`src/rtl/spi_xfer_queue.sv`:
```
// Word-level TX/RX queue between register decode and the SPI master core.
// Define SPI_XFER_QUEUE_ERR_EN to build the sticky overflow/underflow ERR flag.
module spi_xfer_queue #(
  parameter int DWIDTH = 32,
  parameter int DEPTH  = 8
) (
  input  logic                   AXI_ACLK,
  input  logic                   AXI_ARESETN,
  input  logic [DWIDTH-1:0]      WDATA,
  input  logic                   WENA,
  output logic [DWIDTH-1:0]      RDATA,
  input  logic                   RENA,
  input  logic                   FLUSH,
  output logic [$clog2(DEPTH):0] TX_LEVEL,
  output logic [$clog2(DEPTH):0] RX_LEVEL,
  output logic                   TX_FULL,
  output logic                   RX_EMPTY,
  output logic                   INT,
  output logic                   ERR,
  input  logic                   ERR_CLR,
  output logic [DWIDTH-1:0]      SPI_WDATA,
  output logic                   SPI_WENA,
  input  logic                   SPI_BUSY,
  input  logic [DWIDTH-1:0]      SPI_RDATA,
  output logic                   SPI_RENA
);
  localparam int PW = $clog2(DEPTH);
  localparam int LW = PW + 1;
  localparam logic [LW-1:0] FULL_LVL = LW'(DEPTH);

  typedef enum logic [2:0] {IDLE, LAUNCH, WAIT_BUSY, WAIT_DONE, CAPTURE} state_t;

  state_t              state_q, state_d;
  logic [DWIDTH-1:0]   tx_mem_q [DEPTH];
  logic [DWIDTH-1:0]   tx_mem_d [DEPTH];
  logic [DWIDTH-1:0]   rx_mem_q [DEPTH];
  logic [DWIDTH-1:0]   rx_mem_d [DEPTH];
  logic [PW-1:0]       tx_wptr_q, tx_wptr_d, tx_rptr_q, tx_rptr_d;
  logic [PW-1:0]       rx_wptr_q, rx_wptr_d, rx_rptr_q, rx_rptr_d;
  logic [LW-1:0]       tx_level_q, tx_level_d, rx_level_q, rx_level_d;
  logic [DWIDTH-1:0]   spi_wdata_q, spi_wdata_d;
  logic                spi_wena_q, spi_wena_d, spi_rena_q, spi_rena_d;
  logic                int_q, int_d, discard_q, discard_d;
  logic                tx_full, tx_empty, rx_full, rx_empty;
  logic                tx_push, tx_pop, rx_push, rx_pop, err_rise;

  assign tx_full  = (tx_level_q == FULL_LVL);
  assign tx_empty = (tx_level_q == '0);
  assign rx_full  = (rx_level_q == FULL_LVL);
  assign rx_empty = (rx_level_q == '0);
  assign tx_push  = WENA && !tx_full;
  assign rx_pop   = RENA && !rx_empty;

  always_comb begin
    state_d     = state_q;
    spi_wdata_d = spi_wdata_q;
    discard_d   = discard_q;
    tx_pop      = 1'b0;
    rx_push     = 1'b0;
    case (state_q)
      IDLE: if (!tx_empty && !rx_full && !FLUSH) begin
        tx_pop      = 1'b1;
        spi_wdata_d = tx_mem_q[tx_rptr_q];
        state_d     = LAUNCH;
      end
      LAUNCH:    state_d = WAIT_BUSY;
      WAIT_BUSY: if (SPI_BUSY) state_d = WAIT_DONE;
      WAIT_DONE: if (!SPI_BUSY) state_d = CAPTURE;
      CAPTURE: begin
        rx_push   = !discard_q;
        discard_d = 1'b0;
        state_d   = IDLE;
      end
      default:   state_d = IDLE;
    endcase
    // A flush mid-transfer lets the core finish but drops the captured word.
    if (FLUSH && (state_q inside {LAUNCH, WAIT_BUSY, WAIT_DONE})) discard_d = 1'b1;

    tx_mem_d   = tx_mem_q;
    rx_mem_d   = rx_mem_q;
    tx_wptr_d  = tx_wptr_q;
    tx_rptr_d  = tx_rptr_q;
    rx_wptr_d  = rx_wptr_q;
    rx_rptr_d  = rx_rptr_q;
    tx_level_d = tx_level_q;
    rx_level_d = rx_level_q;
    if (FLUSH) begin
      tx_wptr_d  = '0;
      tx_rptr_d  = '0;
      rx_wptr_d  = '0;
      rx_rptr_d  = '0;
      tx_level_d = '0;
      rx_level_d = '0;
    end else begin
      if (tx_push) begin
        tx_mem_d[tx_wptr_q] = WDATA;
        tx_wptr_d = tx_wptr_q + PW'(1);
      end
      if (tx_pop) tx_rptr_d = tx_rptr_q + PW'(1);
      if (rx_push) begin
        rx_mem_d[rx_wptr_q] = SPI_RDATA;
        rx_wptr_d = rx_wptr_q + PW'(1);
      end
      if (rx_pop) rx_rptr_d = rx_rptr_q + PW'(1);
      tx_level_d = tx_level_q + LW'(tx_push) - LW'(tx_pop);
      rx_level_d = rx_level_q + LW'(rx_push) - LW'(rx_pop);
    end

    spi_wena_d = (state_d == LAUNCH);
    spi_rena_d = (state_d == CAPTURE);
    int_d      = ((state_d == CAPTURE) && !discard_d && (tx_level_d == '0)) || err_rise;
  end

  always_ff @(posedge AXI_ACLK or negedge AXI_ARESETN) begin
    if (!AXI_ARESETN) begin
      state_q     <= IDLE;
      tx_mem_q    <= '{default: '0};
      rx_mem_q    <= '{default: '0};
      tx_wptr_q   <= '0;
      tx_rptr_q   <= '0;
      rx_wptr_q   <= '0;
      rx_rptr_q   <= '0;
      tx_level_q  <= '0;
      rx_level_q  <= '0;
      spi_wdata_q <= '0;
      spi_wena_q  <= 1'b0;
      spi_rena_q  <= 1'b0;
      int_q       <= 1'b0;
      discard_q   <= 1'b0;
    end else begin
      state_q     <= state_d;
      tx_mem_q    <= tx_mem_d;
      rx_mem_q    <= rx_mem_d;
      tx_wptr_q   <= tx_wptr_d;
      tx_rptr_q   <= tx_rptr_d;
      rx_wptr_q   <= rx_wptr_d;
      rx_rptr_q   <= rx_rptr_d;
      tx_level_q  <= tx_level_d;
      rx_level_q  <= rx_level_d;
      spi_wdata_q <= spi_wdata_d;
      spi_wena_q  <= spi_wena_d;
      spi_rena_q  <= spi_rena_d;
      int_q       <= int_d;
      discard_q   <= discard_d;
    end
  end

`ifdef SPI_XFER_QUEUE_ERR_EN
  logic err_q, err_d, err_set;
  always_comb begin
    err_set = !FLUSH && ((WENA && tx_full) || (RENA && rx_empty));
    err_d   = err_q;
    if (ERR_CLR) err_d = 1'b0;
    if (err_set) err_d = 1'b1;
  end
  always_ff @(posedge AXI_ACLK or negedge AXI_ARESETN) begin
    if (!AXI_ARESETN) err_q <= 1'b0;
    else              err_q <= err_d;
  end
  assign err_rise = err_set && !err_q;
  assign ERR      = err_q;
`else
  logic unused_err_clr;
  assign unused_err_clr = ERR_CLR;
  assign err_rise       = 1'b0;
  assign ERR            = 1'b0;
`endif

  assign RDATA     = rx_mem_q[rx_rptr_q];
  assign TX_LEVEL  = tx_level_q;
  assign RX_LEVEL  = rx_level_q;
  assign TX_FULL   = tx_full;
  assign RX_EMPTY  = rx_empty;
  assign INT       = int_q;
  assign SPI_WDATA = spi_wdata_q;
  assign SPI_WENA  = spi_wena_q;
  assign SPI_RENA  = spi_rena_q;
endmodule
```
`config.mk`:
```
export PLATFORM = sky130hd
export DESIGN_NAME = spi_xfer_queue
export DESIGN_NICKNAME = d
export VERILOG_FILES = /design/src/rtl/spi_xfer_queue.sv
export SDC_FILE = /design/constraint.sdc
export NUM_CORES = 1
export LEC_CHECK = 0
export CAP_MARGIN = 15
export CORE_ASPECT_RATIO = 1.75
export CORE_UTILIZATION = 31
export DETAILED_ROUTE_END_ITERATION = 10
export PLACE_DENSITY = 0.55
export SETUP_SLACK_MARGIN = 0.3
export SKIP_CTS_REPAIR_TIMING = 1
export SYNTH_ARGS = -nofsm -noshare
export SYNTH_HDL_FRONTEND = slang
export SYNTH_SLANG_ARGS = --single-unit
```
`constraint.sdc`:
```
create_clock -name AXI_ACLK -period 3.3 [get_ports AXI_ACLK]
set_clock_uncertainty 0.1 [all_clocks]
set_input_delay 0.825 -clock AXI_ACLK [delete_from_list [all_inputs] [get_ports AXI_ACLK]]
set_output_delay 0.825 -clock AXI_ACLK [all_outputs]
set_load 0.005 [all_outputs]
```
==> results of run 1 <==
==> state kept, by name, indices dropped and copies added, names as in the netlist <==
register / cells
SPI_WENA: 1
tx_wptr_q: 3
rx_mem_q: 256
RX_LEVEL: 4
state_q: 3
SPI_RENA: 1
rx_wptr_q: 3
tx_mem_q: 256
SPI_WDATA: 32
tx_rptr_q: 3
rx_rptr_q: 3
INT: 1
discard_q: 1
TX_LEVEL: 4
==> synthesized netlist by cell type, types with 5 or more instances <==
master    instances  area share [%]
dfrtp_1         571              56
nor2_1           16            0.24
nand3_1           6            0.12
clkbuf_1         43            0.63
mux2_2          493              22
mux2_1           22            0.97
nor2b_1           5            0.12
o21ai_0          33            0.65
buf_1            12            0.18
buf_2            28            0.55
mux2_4           30             1.8
nand3b_1          6            0.18
inv_1            18            0.27
mux2i_1          34             1.3
a21oi_1           6            0.12
ha_1             16            0.79
nand2_1          46            0.68
buf_6             9            0.40
buf_4            10            0.29
xor2_1            5            0.17
mux4_2          128              11
==> critical path: cells and delay by family, from the launching register on <==
family	cells	cell delay [ps]
multiplexers	2	730
buffers and inverters	6	740
flip-flops	1	500
==> layer usage <==
layer  wire length, µm  up-vias  track usage, %
met4              1110        8            3.74
met5                46        -               0
li1                  -     6245               -
met1             26300     7721            19.0
met3              3160       77            3.58
met2             32500      268            26.6
==> where the power goes <==
part	internal (W)	switching (W)
clock network	0.00383	0.00282
registers	0.00817	0.000648
logic	0.00377	0.00246
==> per-stage QoR <==
step | cell area, µm² | total power, W | utilization, %
after floorplan | 25500 | 0.0122 | -
after global placement | 29000 | 0.0145 | 35.7
after detailed placement | 29000 | 0.0146 | 35.7
after CTS | 30900 | 0.0215 | 38.0
after global routing | 31400 | 0.0230 | 38.7
final | 31400 | 0.0217 | 38.7
==> layout make-up <==
type	count	share of cell area, %
clock buffer	83	5.32
clock inverter	18	0.796
inverter	18	0.223
multi-input combinational	880	34.4
sequential	571	45.5
tap	1050	4.18
timing repair buffer	274	9.61
==> kinds of logic after synthesis <==
| logic type | Yosys count |
|---|---|
| fa+ha+maj | 18 |
| buf+inv | 120 |
| xor+xnor | 9 |
| mux | 707 |
| compound gates | 42 |
| simple gates | 103 |
| flops | 571 |
| other cells | 1 |
==> worst paths after layout <==
check / start / end / slack, ps / depth (start not counted)
max: rx_rptr_q[0]$_DFFE_PN0P_ / RDATA[28] / -240 / 8
min: AXI_ARESETN / rx_mem_q[130]$_DFFE_PN0P_ / 110 / 1
max reg2reg: state_q[1]$_DFF_PN0_ / INT$_DFF_PN0_ / 140 / 10
min reg2reg: SPI_WDATA[5]$_DFFE_PN0P_ / SPI_WDATA[5]$_DFFE_PN0P_ / 380 / 2
max in group asynchronous: AXI_ARESETN / tx_rptr_q[2]$_DFFE_PN0P_ / 2010 / 2
min in group AXI_ACLK: SPI_WDATA[5]$_DFFE_PN0P_ / SPI_WDATA[5]$_DFFE_PN0P_ / 380 / 2
==> metrics.md, run 1 <==
| Metric | Value |
|---|---|
| Status | complete, but fails checks |
| Failing checks | setup timing |
| Tcrit/Tclk final | 107% |
| Peak VDD IR | 0.000500 V |
| Main combinational cell family by area after synthesis | multiplexers |
| Port-buffer cells | 146 |
| Crit path top cell by count | buf_6 |
| Netlist cell types | 43 |
| Max cap viols | 0 |
| Crit-path max FO | 5 |
| Mux share of post-synthesis cell area | 37.2% |
| Compound-cell area share of the yosys netlist | 0.860% |
| Nets | 1890 |
| Clk sinks | 571 |
| Yosys reg bits | 571 |
| Multi-input logic area | 10800 µm² |
| Ys flop type | dfrtp_1 |
| Syn Area/Cell | 16.2 µm² |
| Worst hold path class | primary input to async pin |
| Reg area | 14300 µm² |
| Worst Setup End Kind | primary output |
| CTS tree | built |
| Vias per cell | 4.95 |
| Rel. slew slack | 43.2% |
| Final HPWL DP | 38.5 mm |
| GRT Total Usage | 15.3% |
| Vias in the first global route | 16117 |
| IO Count | 149 |
| Synth Area in XOR/XNOR | 0.310% |
| Initial antenna violation count | 4 |
| Post-Synth Adder-Cell Area | 0.943% |
| Type of the worst setup path | flop to primary output |
| Asr flop ratio synth | 100% |
| Total CTS buffers | 56 |
| Critical Path AT | 2620 ps |
| Cells after Synth | 1571 |
| Syn Nets | 1660 |
| Largest net degree at the start of global routing | 92 |
| Tmin final | 3540 ps |
| Crit start category | flop |
| Commonest non-fill, non-tap cell in the layout | dfrtp_1 |
| Skew-Pair Late Insertion Delay | 640 ps |
| Fin. Hold Viols | 0 |
| FP Rows | 138 |
| Clk root buf | clkbuf_16 |
| Max Fclk | 282 MHz |
| PD cells | 690 nW/µm² |
| Leakage | 14.4 nW |
| Synth Warn # | 0 |
| Router iterations before antenna repair | 6 |
| Clk slew on worst S/H paths | 60 ps |
| Fill cell count | 7596 |
| Fraction of the mapped netlist area in simple logic gates | 2.24% |
| Synth-to-Final Area Change | 23.5% |
| CP required | 2370 ps |
| Die height | 381 µm |
| Critical Path Slowest Stage Cell | dfrtp_4 |
| DP Worst Slack | -883 ps |
| Final setup violation count | 29 |
| Fin. max-slew vios | 0 |
| Worst-case clock buffer depth | 3 |
| H-tree levels | 2 |
| Via count | 14319 |
| RSZ-0062 raised after global routing | true |
| ANT nets after route | 0 |
| First-pass GRT wire length | 97.9 mm |
| Post-synthesis sequential area ratio | 56.1% |
| Post-route insts no fill | 2894 |
| Most frequent cells in the layout | dfrtp_1, mux2_2, mux4_2 |
| Antenna diodes | 0 |
| Die Footprint | 83300 µm² |
| Core Area | 81200 µm² |
| Setup TNS | -3280 ps |
| Post-Syn Area | 25500 µm² |
| Slew @ Worst Pin | 851 ps |
| Placer congestion estimate | 0.739 |
| DRC viols | 0 |
| DIE WIDTH | 219 µm |
| Post-synth EDFFs | 0 |
| Crit-path max cell delay | 500 ps |
| Final wirelength | 63.0 mm |
| Routed length per instance | 21.8 µm |
| Hold_ws | 106 ps |
| Placed cells | 2757 |
| Initial Util | 31.4% |
| Final worst setup slack | -242 ps |
| Total gr overflow | 0 |
| Drt initial violations | 577 |
| Share of cells above drive strength 1 | 50.8% |
| CP cell instances | buf_12 -> clkbuf_16 -> buf_8 -> buf_6 -> buf_6 -> mux4_2 -> mux2_4 -> buf_6 |
Note: power is estimated with default switching activity, not from simulation.
==> inputs of run 2 (changes only) <==
Settings changed: PLACE_DENSITY 0.55 to 0.59.
==> run 2 against run 1 <==
The run still ends with setup timing left. Sequential cell count unchanged. Global-route usage increased by 0.070 points. Worst hold slack got worse by 81 ps. Highest routed layer unchanged. Total power increased by 0.51%. Register-to-register slack got worse by 40 ps. Sequential power increased by 1%. Worst setup slack improved by 140 ps.
==> metrics.md, run 2 (same netlist as run 1, synthesis figures left out) <==
| Metric | Value |
|---|---|
| Initial Util | 31.4% (unchanged) |
| Share of cells above drive strength 1 | 51.1% (was 50.8%) |
| Sequential Power Share | 41.0% (was 40.6%) |
| Crit path depth | 6 (was 8) |
| Sw power | 0.00604 W (was 0.00593 W) |
| CP cell instances | buf_6 -> clkbuf_16 -> buf_4 -> mux4_2 -> mux2_2 -> buf_6 (was buf_12 -> clkbuf_16 -> buf_8 -> buf_6 -> buf_6 -> mux4_2 -> mux2_4 -> buf_6) |
| Die height | 381 µm (unchanged) |
| Final worst setup slack | -104 ps (was -242 ps) |
| RSZ-0062 raised after global routing | true (unchanged) |
| Critical Path AT | 2480 ps (was 2620 ps) |
| PD cells | 690 nW/µm² (about the same) |
| Final wirelength | 64.4 mm (was 63.0 mm) |
| Type of the worst setup path | flop to primary output (unchanged) |
| Status | complete, but fails checks (unchanged) |
| Tmin final | 3400 ps (was 3540 ps) |
| CP required | 2370 ps (about the same) |
| Routed length per instance | 22.1 µm (was 21.8 µm) |
| Nets | 1906 (was 1890) |
| Final HPWL DP | 39.7 mm (was 38.5 mm) |
| Leakage | 14.5 nW (was 14.4 nW) |
| Final setup violation count | 31 (was 29) |
| CTS tree | built (unchanged) |
| Buffers & Inverters on Critical Path | 4 (was 6) |
| Core Area | 81200 µm² (unchanged) |
| Commonest non-fill, non-tap cell in the layout | dfrtp_1 (unchanged) |
| Fin. max-slew vios | 0 (unchanged) |
| IO Count | 149 (unchanged) |
| GRT Total Usage | 15.4% (was 15.3%) |
| Logic pwr share | 28.9% (was 28.7%) |
| Clock network power share | 30.1% (was 30.7%) |
| CP delay by family, top | multiplexers (was buffers and inverters) |
| Clk root buf | clkbuf_16 (unchanged) |
| Skew-Pair Late Insertion Delay | 630 ps (was 640 ps) |
| Synth-to-Final Area Change | 24.2% (was 23.5%) |
| Max Fclk | 294 MHz (was 282 MHz) |
| Drt initial violations | 610 (was 577) |
| Via count | 14444 (was 14319) |
| ANT nets after route | 0 (unchanged) |
| Critical Path Slowest Stage Cell | dfrtp_4 (unchanged) |
| Vias in the first global route | 16225 (was 16117) |
| Fill cell count | 7580 (was 7596) |
| Antenna diodes | 0 (unchanged) |
| DRC viols | 0 (unchanged) |
| Fin. Hold Viols | 0 (unchanged) |
| Router iterations before antenna repair | 4 (was 6) |
| Die Footprint | 83300 µm² (unchanged) |
| FP Rows | 138 (unchanged) |
| Rel. slew slack | 46.5% (was 43.2%) |
| Crit path top cell by count | buf_6 (unchanged) |
| Worst-case clock buffer depth | 3 (unchanged) |
| Tcrit/Tclk final | 103% (was 107%) |
| Crit start category | flop (unchanged) |
| Worst hold path class | primary input to async pin (unchanged) |
| Clk slew on worst S/H paths | 70 ps (was 60 ps) |
| Reg area | 14300 µm² (about the same) |
| Placer congestion estimate | 0.717 (was 0.739) |
| Most frequent cells in the layout | dfrtp_1, mux2_2, mux4_2 (unchanged) |
| Peak VDD IR | 0.000579 V (was 0.000500 V) |
| Final core utilization | 39.0% (was 38.7%) |
| Vias per cell | 4.96 (was 4.95) |
| Clk sinks | 571 (unchanged) |
| Total CTS buffers | 57 (was 56) |
| Failing checks | setup timing (unchanged) |
| Placed cells | 2755 (was 2757) |
| Largest net degree at the start of global routing | 100 (was 92) |
| Post-route insts no fill | 2910 (was 2894) |
| DIE WIDTH | 219 µm (unchanged) |
| Worst Setup End Kind | primary output (unchanged) |
| Pint | 0.0158 W (about the same) |
| Slew @ Worst Pin | 802 ps (was 851 ps) |
| Reg2reg path depth | 10 (unchanged) |
| Switching part of the total | 27.7% (was 27.3%) |
| Crit-path max cell delay | 540 ps (was 500 ps) |
| Max cap viols | 0 (unchanged) |
| Total gr overflow | 0 (unchanged) |
| Port-buffer cells | 146 (unchanged) |
| H-tree levels | 2 (unchanged) |
| Multi-input logic area | 10800 µm² (about the same) |
| Initial antenna violation count | 4 (unchanged) |
| First-pass GRT wire length | 98.0 mm (was 97.9 mm) |
| Crit-path max FO | 6 (was 5) |
## run 2: changes by cell type in the layout (fill, tap and decap cells not counted), sizes merged
cell      before  now
clkbuf       105  102
clkinvlp       2    0
buf          137  151
inv           20   19
clkinv        10   18
## run 2: worst paths after layout
check	start	slack (ps)	to
min in group AXI_ACLK	SPI_WDATA[8]$_DFFE_PN0P_	380	SPI_WDATA[8]$_DFFE_PN0P_
min	AXI_ARESETN	30	tx_mem_q[137]$_DFFE_PN0P_
min reg2reg	SPI_WDATA[8]$_DFFE_PN0P_	380	SPI_WDATA[8]$_DFFE_PN0P_
max reg2reg	state_q[1]$_DFF_PN0_	100	INT$_DFF_PN0_
max	rx_rptr_q[0]$_DFFE_PN0P_	-100	RDATA[22]
max in group asynchronous	AXI_ARESETN	2060	rx_mem_q[219]$_DFFE_PN0P_
## run 2: stage by stage
stage | hold WS (ps) | area (µm²) | setup slack [ps] | total power [W] | TNS, ps
after floorplan | 352 | 25500 | -245 | 0.0122 | -245
after global placement | 364 | 29000 | -817 | 0.0144 | -28010
after detailed placement | 370 | 29000 | -893 | 0.0146 | -39960
after CTS | -16.3 | 30900 | -424 | 0.0213 | -12100
after global routing | 8.16 | 31600 | -197 | 0.0230 | -5180
final | 25.1 | 31600 | -104 | 0.0218 | -2260
## run 2: power by group through the flow
stage | logic (W) | clock network, W | registers, W
finish | 0.00630 | 0.00656 | 0.00895
global route | 0.00685 | 0.00707 | 0.00912
CTS | 0.00558 | 0.00680 | 0.00894
detailed placement | 0.00556 | 0 | 0.00907
global placement | 0.00546 | 0 | 0.00897
floorplan | 0.00345 | 0 | 0.00872
## run 2: final cells by class
class,count,share of cell area (%)
timing repair buffer,289,10.3
sequential,571,45.2
tap,1050,4.16
multi-input combinational,880,34.2
inverter,18,0.222
clock buffer,79,5.03
clock inverter,23,0.890
## run 2: routing by layer
metal	vias to the layer above	wire, µm	GRT usage [%]
li1	6279	-	-
met1	7793	25300	17.9
met5	-	40	0
met2	275	34700	28.1
met3	91	2980	3.30
met4	6	1360	4.05
==> inputs of run 3 (changes only) <==
Settings changed: TNS_END_PERCENT set to 20.
==> run 3 against run 2 <==
The flow still finishes with violations (setup timing). Cell area fell by 0.69%. First-iteration DRC count down 8.4%. Highest routed layer unchanged. Maximum frequency decreased by 1.1%. Non-clock buffer count fell by 15.
==> metrics.md, run 3 (same netlist as run 1, synthesis figures left out) <==
| Metric | Value |
|---|---|
| Status | complete, but fails checks (unchanged) |
| Failing checks | setup timing (unchanged) |
| Clk slew on worst S/H paths | 60 ps (was 70 ps) |
| Commonest non-fill, non-tap cell in the layout | dfrtp_1 (unchanged) |
| Routed length per instance | 21.6 µm (was 22.1 µm) |
| Final cell area excluding filler cells | 31400 µm² (was 31600 µm²) |
| Tmin final | 3440 ps (was 3400 ps) |
| FP Rows | 138 (unchanged) |
| Final wirelength | 62.6 mm (was 64.4 mm) |
| Crit-path max FO | 7 (was 6) |
| Nets | 1889 (was 1906) |
| ANT nets after route | 0 (unchanged) |
| Core Area | 81200 µm² (unchanged) |
| Crit path top cell by count | buf_6 (unchanged) |
| Clk root buf | clkbuf_16 (unchanged) |
| Critical Path Slowest Stage Cell | dfrtp_4 (unchanged) |
| RSZ-0062 raised after global routing | true (unchanged) |
| CP cell instances | buf_12 -> buf_6 -> clkbuf_16 -> buf_6 -> mux4_2 -> mux2_4 -> buf_6 (was buf_6 -> clkbuf_16 -> buf_4 -> mux4_2 -> mux2_2 -> buf_6) |
| GRT Total Usage | 15.3% (was 15.4%) |
| Max cap viols | 0 (unchanged) |
| Final setup violation count | 30 (was 31) |
| Busiest grt layer | met2 (unchanged) |
| Fin. max-slew vios | 0 (unchanged) |
| Met1 Usage GRT | 18.0% (was 17.9%) |
| Initial Util | 31.4% (unchanged) |
| Crit start category | flop (unchanged) |
| Vias per cell | 4.90 (was 4.96) |
| Vias in the first global route | 16424 (was 16225) |
| Share of cells above drive strength 1 | 49.6% (was 51.1%) |
| Placer congestion estimate | 0.757 (was 0.717) |
| PD cells | 682 nW/µm² (was 690 nW/µm²) |
| Post-route insts no fill | 2895 (was 2910) |
| Worst Setup End Kind | primary output (unchanged) |
| First-pass GRT wire length | 98.2 mm (was 98.0 mm) |
| Worst reg-to-reg setup slack | 60 ps (was 100 ps) |
| DRC viols | 0 (unchanged) |
| Via count | 14194 (was 14444) |
| Setup TNS | -1690 ps (was -2260 ps) |
| DIE WIDTH | 219 µm (unchanged) |
| Largest net degree at the start of global routing | 85 (was 100) |
| Die height | 381 µm (unchanged) |
| Tcrit/Tclk final | 104% (was 103%) |
| Final HPWL DP | 39.8 mm (was 39.7 mm) |
| Total gr overflow | 0 (unchanged) |
| CTS tree | built (unchanged) |
| Synth-to-Final Area Change | 23.3% (was 24.2%) |
| CP required | 2370 ps (about the same) |
| H-tree levels | 2 (unchanged) |
| Fin. Hold Viols | 0 (unchanged) |
| Port-buffer cells | 146 (unchanged) |
| Final worst setup slack | -141 ps (was -104 ps) |
| Most frequent cells in the layout | dfrtp_1, mux2_2, mux4_2 (unchanged) |
| Worst hold path class | primary input to async pin (unchanged) |
| Peak VDD IR | 0.000565 V (was 0.000579 V) |
| Crit-path max cell delay | 520 ps (was 540 ps) |
| Die Footprint | 83300 µm² (unchanged) |
| Critical Path AT | 2520 ps (was 2480 ps) |
| Initial antenna violation count | 6 (was 4) |
| CP delay by family, top | multiplexers (unchanged) |
| Buffers & Inverters on Critical Path | 5 (was 4) |
| Placed cells | 2771 (was 2755) |
| Skew-Pair Late Insertion Delay | 620 ps (was 630 ps) |
| IO Count | 149 (unchanged) |
| Slew @ Worst Pin | 805 ps (was 802 ps) |
| Drt initial violations | 559 (was 610) |
| Rel. slew slack | 46.3% (was 46.5%) |
| Worst-case clock buffer depth | 3 (unchanged) |
| Max Fclk | 291 MHz (was 294 MHz) |
| Clk sinks | 571 (unchanged) |
| Type of the worst setup path | flop to primary output (unchanged) |
| Met3 Usage GRT | 3.07% (was 3.30%) |
| Placed Area | 29100 µm² (was 29000 µm²) |
| GR Layer Usage met2 | 27.8% (was 28.1%) |
| Leakage | 14.5 nW (about the same) |
| Total CTS buffers | 55 (was 57) |
| Router iterations before antenna repair | 6 (was 4) |
==> run 3: layer usage <==
layer	up-vias	part of all wire, %
met3	80	4.5
met4	6	2.1
met5	-	0.065
li1	6256	-
met1	7602	40
met2	250	53
==> run 3: final timing paths <==
path	startpoint	end	cells after the start
worst min-delay path	AXI_ARESETN	SPI_WDATA[8]$_DFFE_PN0P_	1
min in group AXI_ACLK	rx_mem_q[106]$_DFFE_PN0P_	rx_mem_q[106]$_DFFE_PN0P_	1
worst min register to register	rx_mem_q[106]$_DFFE_PN0P_	rx_mem_q[106]$_DFFE_PN0P_	1
worst max-delay path	rx_rptr_q[0]$_DFFE_PN0P_	RDATA[28]	7
worst max register to register	RX_LEVEL[2]$_DFF_PN0_	INT$_DFF_PN0_	12
max in group asynchronous	AXI_ARESETN	SPI_WDATA[24]$_DFFE_PN0P_	2
==> run 3: metrics by stage <==
| stage | setup slack [ps] | utilization (%) | total power (W) | hold WS [ps] |
|---|---|---|---|---|
| finish | -141 | 38.7 | 0.0214 | 81.8 |
| global placement | -841 | 35.9 | 0.0144 | 364 |
| detailed placement | -859 | 35.9 | 0.0146 | 375 |
| CTS | -577 | 38.3 | 0.0215 | 96.5 |
| floorplan | -265 | - | 0.0121 | 352 |
| global route | -237 | 38.7 | 0.0226 | 91.5 |
==> run 3: where the power goes <==
group | switching [W] | leakage, nW | internal [W] | total, W
clock | 0.00280 | 0.948 | 0.00390 | 0.00669
combinational | 0.00234 | 5.92 | 0.00353 | 0.00587
sequential | 0.000688 | 7.63 | 0.00817 | 0.00886
total | 0.00583 | 14.5 | 0.0156 | 0.0214
==> run 3: final cells by class <==
cell class                      instances  area, µm²
Timing Repair Buffer                  274       3090
Tap cell                             1050       1310
Inverter                               18       70.1
Multi-Input combinational cell        880      10700
Antenna cell                            3       7.51
Clock inverter                         24        349
Sequential cell                       571      14300
Clock buffer                           75       1570
Fill cell                            7543      49800
==> run 3: worst register-to-register path: stages, from the launching register on <==
cell	delay [ps]
dfrtp_1	340
inv_1	60
ha_1	200
nor3b_1	150
or4_4	540
inv_4	70
ha_1	220
inv_1	70
ha_2	190
fa_2	430
nor2b_4	140
or4b_4	490
nor3_2	180
